<file path="config.mk">
export PLATFORM = sky130hd
export DESIGN_NAME = gb_host_master_flat
export DESIGN_NICKNAME = d
export VERILOG_FILES = /design/src/rtl/gb_host_master_if.sv /design/src/rtl/gb_host_master.sv /design/src/flat_wrapper.sv
export SDC_FILE = /design/constraint.sdc
export NUM_CORES = 1
export LEC_CHECK = 0
export CORE_ASPECT_RATIO = 1.75
export CORE_MARGIN = 2
export CORE_UTILIZATION = 35
export DETAILED_ROUTE_END_ITERATION = 7
export HOLD_SLACK_MARGIN = 0.12
export PLACE_DENSITY = 0.8
export SYNTH_ARGS = -nofsm -noshare
export SYNTH_HDL_FRONTEND = slang
export SYNTH_SLANG_ARGS = --single-unit
</file>
<file path="constraint.sdc">
create_clock -name clk -period 3.3 [get_ports clk]
set_clock_uncertainty 0.2 [all_clocks]
set_input_delay 0.33 -clock clk [delete_from_list [all_inputs] [get_ports clk]]
set_output_delay 0.33 -clock clk [all_outputs]
set_load 0.1 [all_outputs]
</file>
<file path="src/rtl/gb_host_master_if.sv">
// Command/response streams and ghostbus signals of the host-side ghostbus master.
interface gb_host_master_if #(
  parameter int GB_AW = 12,
  parameter int GB_DW = 32
);
  logic             cmd_valid;
  logic             cmd_ready;
  logic             cmd_we;
  logic [GB_AW-1:0] cmd_addr;
  logic [GB_DW-1:0] cmd_data;
  logic             rsp_valid;
  logic             rsp_ready;
  logic             rsp_we;
  logic [GB_AW-1:0] rsp_addr;
  logic [GB_DW-1:0] rsp_data;
  logic [GB_AW-1:0] gb_addr;
  logic [GB_DW-1:0] gb_dout;
  logic [GB_DW-1:0] gb_din;
  logic             gb_we;

  modport master (
    input  cmd_valid, cmd_we, cmd_addr, cmd_data, rsp_ready, gb_din,
    output cmd_ready, rsp_valid, rsp_we, rsp_addr, rsp_data, gb_addr, gb_dout, gb_we
  );

  modport slave (
    output cmd_valid, cmd_we, cmd_addr, cmd_data, rsp_ready, gb_din,
    input  cmd_ready, rsp_valid, rsp_we, rsp_addr, rsp_data, gb_addr, gb_dout, gb_we
  );
endinterface

</file>
<file path="src/rtl/gb_host_master.sv">
// Ghostbus upstream master: one command in, one ghostbus transaction, one response out.
// state  | meaning
// IDLE   | ready for a command
// WRITE  | gb_we pulse cycle
// RDWAIT | counting down the read latency
// RESP   | response held until rsp_ready
module gb_host_master #(
  parameter int GB_AW   = 12,
  parameter int GB_DW   = 32,
  parameter int RDDELAY = 2
) (
  input  logic                 clk,
  input  logic                 rst_n,
  gb_host_master_if.master     bus
);
  typedef enum logic [1:0] {IDLE, WRITE, RDWAIT, RESP} state_t;

  localparam logic [3:0] RD_LOAD = 4'(RDDELAY - 1);

  state_t           state;
  logic [3:0]       cnt;
  logic [GB_AW-1:0] gb_addr_q;
  logic [GB_DW-1:0] gb_dout_q;
  logic             gb_we_q;
  logic             rsp_valid_q;
  logic             rsp_we_q;
  logic [GB_AW-1:0] rsp_addr_q;
  logic [GB_DW-1:0] rsp_data_q;

  assign bus.cmd_ready = (state == IDLE) && rst_n;
  assign bus.gb_addr   = gb_addr_q;
  assign bus.gb_dout   = gb_dout_q;
  assign bus.gb_we     = gb_we_q;
  assign bus.rsp_valid = rsp_valid_q;
  assign bus.rsp_we    = rsp_we_q;
  assign bus.rsp_addr  = rsp_addr_q;
  assign bus.rsp_data  = rsp_data_q;

  always_ff @(posedge clk) begin
    if (!rst_n) begin
      state       <= IDLE;
      cnt         <= '0;
      gb_addr_q   <= '0;
      gb_dout_q   <= '0;
      gb_we_q     <= 1'b0;
      rsp_valid_q <= 1'b0;
      rsp_we_q    <= 1'b0;
      rsp_addr_q  <= '0;
      rsp_data_q  <= '0;
    end else begin
      case (state)
        IDLE: begin
          if (bus.cmd_valid) begin
            gb_addr_q  <= bus.cmd_addr;
            rsp_addr_q <= bus.cmd_addr;
            rsp_we_q   <= bus.cmd_we;
            if (bus.cmd_we) begin
              gb_dout_q <= bus.cmd_data;
              gb_we_q   <= 1'b1;
              state     <= WRITE;
            end else begin
              gb_dout_q <= '0;
              gb_we_q   <= 1'b0;
              cnt       <= RD_LOAD;
              state     <= RDWAIT;
            end
          end
        end
        WRITE: begin
          // gb_dout still carries the accepted write data, so it doubles as the echo source
          gb_we_q     <= 1'b0;
          rsp_data_q  <= gb_dout_q;
          rsp_valid_q <= 1'b1;
          state       <= RESP;
        end
        RDWAIT: begin
          if (cnt != 4'd0) begin
            cnt <= cnt - 4'd1;
          end else begin
            rsp_data_q  <= bus.gb_din;
            rsp_valid_q <= 1'b1;
            state       <= RESP;
          end
        end
        RESP: begin
          if (bus.rsp_ready) begin
            rsp_valid_q <= 1'b0;
            state       <= IDLE;
          end
        end
        default: state <= IDLE;
      endcase
    end
  end
endmodule
</file>
<file path="src/flat_wrapper.sv">
// flat-port wrapper written by rule: the top's interface ports become plain ports
module gb_host_master_flat 
#(
  parameter int GB_AW   = 12,
  parameter int GB_DW   = 32,
  parameter int RDDELAY = 2
)
  (clk, rst_n, bus_cmd_valid, bus_cmd_we, bus_cmd_addr, bus_cmd_data, bus_rsp_ready, bus_gb_din, bus_cmd_ready, bus_rsp_valid, bus_rsp_we, bus_rsp_addr, bus_rsp_data, bus_gb_addr, bus_gb_dout, bus_gb_we);
  gb_host_master_if #(.GB_AW(GB_AW), .GB_DW(GB_DW)) bus_i ();
  input  logic clk;
  input  logic rst_n;
  input wire logic [$bits(bus_i.cmd_valid)-1:0] bus_cmd_valid;
  input wire logic [$bits(bus_i.cmd_we)-1:0] bus_cmd_we;
  input wire logic [$bits(bus_i.cmd_addr)-1:0] bus_cmd_addr;
  input wire logic [$bits(bus_i.cmd_data)-1:0] bus_cmd_data;
  input wire logic [$bits(bus_i.rsp_ready)-1:0] bus_rsp_ready;
  input wire logic [$bits(bus_i.gb_din)-1:0] bus_gb_din;
  output wire logic [$bits(bus_i.cmd_ready)-1:0] bus_cmd_ready;
  output wire logic [$bits(bus_i.rsp_valid)-1:0] bus_rsp_valid;
  output wire logic [$bits(bus_i.rsp_we)-1:0] bus_rsp_we;
  output wire logic [$bits(bus_i.rsp_addr)-1:0] bus_rsp_addr;
  output wire logic [$bits(bus_i.rsp_data)-1:0] bus_rsp_data;
  output wire logic [$bits(bus_i.gb_addr)-1:0] bus_gb_addr;
  output wire logic [$bits(bus_i.gb_dout)-1:0] bus_gb_dout;
  output wire logic [$bits(bus_i.gb_we)-1:0] bus_gb_we;
  assign bus_i.cmd_valid = bus_cmd_valid;
  assign bus_i.cmd_we = bus_cmd_we;
  assign bus_i.cmd_addr = bus_cmd_addr;
  assign bus_i.cmd_data = bus_cmd_data;
  assign bus_i.rsp_ready = bus_rsp_ready;
  assign bus_i.gb_din = bus_gb_din;
  assign bus_cmd_ready = bus_i.cmd_ready;
  assign bus_rsp_valid = bus_i.rsp_valid;
  assign bus_rsp_we = bus_i.rsp_we;
  assign bus_rsp_addr = bus_i.rsp_addr;
  assign bus_rsp_data = bus_i.rsp_data;
  assign bus_gb_addr = bus_i.gb_addr;
  assign bus_gb_dout = bus_i.gb_dout;
  assign bus_gb_we = bus_i.gb_we;
  gb_host_master #(.GB_AW(GB_AW), .GB_DW(GB_DW), .RDDELAY(RDDELAY)) u_core (.clk(clk), .rst_n(rst_n), .bus(bus_i));
endmodule
</file>
==> results.sh <==
export IMPL_status="finished, final reports clean"
export IMPL_drive_gt1_share_pct=9.06
export IMPL_synth_top_area_share_pct=42.7
export IMPL_synth_edff_count=0
export IMPL_ir_drop_mv=0.870
export IMPL_ant_nets=0
export IMPL_wl_per_cell_um=17.0
export IMPL_synthSimpleGateAreaFrac_pct=14.1
export IMPL_port_buffers=172
export IMPL_synth_xor_area_share_pct=0
export IMPL_finalPower_uw=6650
export IMPL_finalHoldViolCount=0
export IMPL_overflow=0
export IMPL_finalSetupTns_ns=0
export IMPL_hold_path_class="register to register"
export IMPL_period_needed_ns=2.40
export IMPL_yosys_top_cells_area="dfxtp_1 43%, mux2i_1 8.5%, a21boi_1 8.5%"
export IMPL_dr_pass1_iters=4
export IMPL_drc=0
export IMPL_chipHeight_um=145
export IMPL_drt_iter0_drc=167
export IMPL_leakagePower_uw=0.00248
export IMPL_place_congestion=0.829
export IMPL_worstSkewPairLatency_ns=0.33
export IMPL_grt_max_degree=46
export IMPL_ys_types=37
export IMPL_synth_adder_area_share_pct=2.20
export IMPL_holdWs_ns=0.251
export IMPL_cts_inserted_buffers=9
export IMPL_viasPerCell=5.25
export IMPL_synthesis_nets=511
export IMPL_synth_largest_area_cell="dfxtp_1"
export IMPL_startpoint_type="register"
export IMPL_crit_slowest_cell="clkdlybuf4s50_1"
export IMPL_vias=3707
export IMPL_setup_slack_ns=0.898
export IMPL_min_period_over_period_pct=72.8
export IMPL_ys_seq_elements=85
export IMPL_crit_fanout=3
export IMPL_cts_sinks=85
export IMPL_synth_top_family_by_area="compound AO/OA/AOI/OAI gates"
export IMPL_r2r_slack_ns=1.01
export IMPL_fp_dieArea_um2=12300
export IMPL_ios=173
export IMPL_dp_hpwl_um=8920
export IMPL_post_cts_buffers=0
export IMPL_cap_viol_max_count=0
export IMPL_crit_chain="clkdlybuf4s50_1"
export IMPL_rsz0062_at_grt="no"
export IMPL_cts_clk_slew_worst_paths_ns=0.06
export IMPL_worstSetupPathType="register to output pin"
export IMPL_cts_max_path_buffers=2
export IMPL_cts_root_buf="clkbuf_16"
export IMPL_start_util_pct=35.9
export IMPL_netlist_area_um2=3990
export IMPL_syn_mean_instance_area_um2=9.42
export IMPL_diodes=0
export IMPL_synth_mux_area_share_pct=8.54
export IMPL_nNetsFinal=657
export IMPL_synth_flop_cell="dfxtp_1"
export IMPL_slowest_delay_ns=1.16
export IMPL_core_rowCount=51
export IMPL_maxSlewViolCount=0
export IMPL_grt_pass1_vias=3857
export IMPL_max_freq_mhz=416
export IMPL_syn_inst=423
export IMPL_track_usage_pct=19.3
export IMPL_synth_warning_count=0
export IMPL_syn2layout_area_growth_pct=49.4
export IMPL_cts_resized=0
export IMPL_critPathCaptureType="output pin"
export IMPL_synth_compound_area_share_pct=24.5
export IMPL_ctsHoldBuffers=0
export IMPL_grt_antenna_before_repair=1
export IMPL_die_w_um=84.7
export IMPL_wirelength_um=12000
export IMPL_cts_tree="yes"
export IMPL_grt_pass1_wl_um=19100
export IMPL_cts_max_level=3
export IMPL_core_area_um2=11100
export IMPL_ys_seq_area_share_pct=42.7
export IMPL_setup_viol=0
export IMPL_tightest_slew_ns=1.02
export IMPL_critPathRequiredTime_ns=2.77
export IMPL_synthArstFlopShare_pct=0
export IMPL_pre_cts_ws_ns=0.974
export IMPL_worstPathArrival_ns=1.87
export IMPL_relSlewSlack_pct=32.1
export IMPL_worst_path_buf_inv=1
export IMPL_p_per_area_nw_per_um2=1120
export IMPL_critPathTopFamily="buffers and inverters"
-- metrics by stage --
stage | utilization [%] | cells | cell area (um2)
finish | 53.6 | 706 | 5950
global route | 53.6 | 706 | 5950
CTS | 53.6 | 706 | 5950
detailed placement | 50.7 | 690 | 5630
global placement | 50.7 | 690 | 5630
floorplan | - | 423 | 3990
-- per-layer routing --
metal | global-route usage [%] | vias to the layer above | wire (um)
met3 | 4.32 | 33 | 653
met4 | 9.92 | 0 | 488
met5 | 0 | - | 0
met2 | 35.2 | 148 | 6410
li1 | - | 1770 | -
met1 | 20.2 | 1756 | 4440
-- placed cells by master, fill, tap and decap left out, types with 2 or more instances in the layout --
| cell | n |
|---|---|
| clkdlybuf4s50_1 | 155 |
| dfxtp_1 | 85 |
| nand2_1 | 64 |
| a21boi_1 | 45 |
| o21ai_0 | 35 |
| mux2i_1 | 34 |
| o211a_1 | 32 |
| nand3_1 | 32 |
| buf_4 | 28 |
| clkbuf_16 | 9 |
| inv_1 | 6 |
| ha_1 | 6 |
| nor2b_1 | 5 |
| o221ai_1 | 3 |
| a32o_1 | 3 |
| and2_1 | 2 |
| nor2_1 | 2 |
| clkbuf_8 | 2 |
| clkinv_2 | 2 |
| bufinv_16 | 2 |
-- cell type report --
type	count	area, um2
clock buffers	12	256
clock inverters	4	70.1
fillers	1026	5150
inverters	6	22.5
multi-input cells	283	1970
flip-flops and latches	85	1700
well taps	132	165
repair buffers	184	1770
-- registers in the layout (all words and copies together), names as in the netlist --
name                  cells
u_core.cnt                4
u_core.bus.rsp_data      32
u_core.bus.gb_we          1
u_core.bus.gb_addr       12
u_core.bus.rsp_we         1
u_core.bus.rsp_valid      1
u_core.bus.gb_dout       32
u_core.state              2
-- Yosys cell counts (3+ instances only) --
library cell / n
ha_1: 7
a21boi_1: 45
nand3_1: 32
buf_2: 10
nor2b_1: 5
and2_1: 3
clkbuf_1: 20
o221ai_1: 3
buf_8: 3
o21ai_0: 35
inv_1: 6
mux2i_1: 34
nand2_1: 64
buf_4: 15
o211a_1: 32
a32o_1: 3
dfxtp_1: 85
-- worst reg2reg max path, stage by stage, from the launching register on --
cell and delay (ns):
dfxtp_1 0.34, inv_1 0.11, ha_2 0.42, nor4bb_4 0.38
or2_1 0.25, buf_4 0.35, o211a_1 0.19
-- power breakdown --
group / leakage [uW] / internal (uW) / switching (uW)
clock network: 0.000163 / 702 / 391
registers: 0.000696 / 1310 / 179
logic: 0.00162 / 1060 / 3010
-- path summary, 6_finish.rpt --
| kind | startpoint | end | cells after the start |
|---|---|---|---|
| worst max-delay path | u_core.bus.gb_dout[17]$_SDFFE_PN0P_ | bus_gb_dout[17] | 1 |
| worst min-delay path | u_core.bus.rsp_valid$_SDFFE_PN0P_ | u_core.bus.rsp_valid$_SDFFE_PN0P_ | 2 |
| worst max register to register | u_core.state[0]$_SDFFE_PN0P_ | u_core.bus.rsp_data[6]$_SDFFE_PN0P_ | 6 |
| worst min register to register | u_core.bus.rsp_valid$_SDFFE_PN0P_ | u_core.bus.rsp_valid$_SDFFE_PN0P_ | 2 |
-- logic make-up (layout without fill, tap and decap cells) --
kind of cell | Yosys count | count (layout)
mux | 34 | 34
simple gates | 117 | 117
compound gates | 125 | 125
fa+ha+maj | 7 | 7
buf+inv | 55 | 206
flops | 85 | 85
Note: power is estimated with default switching activity, not from simulation.
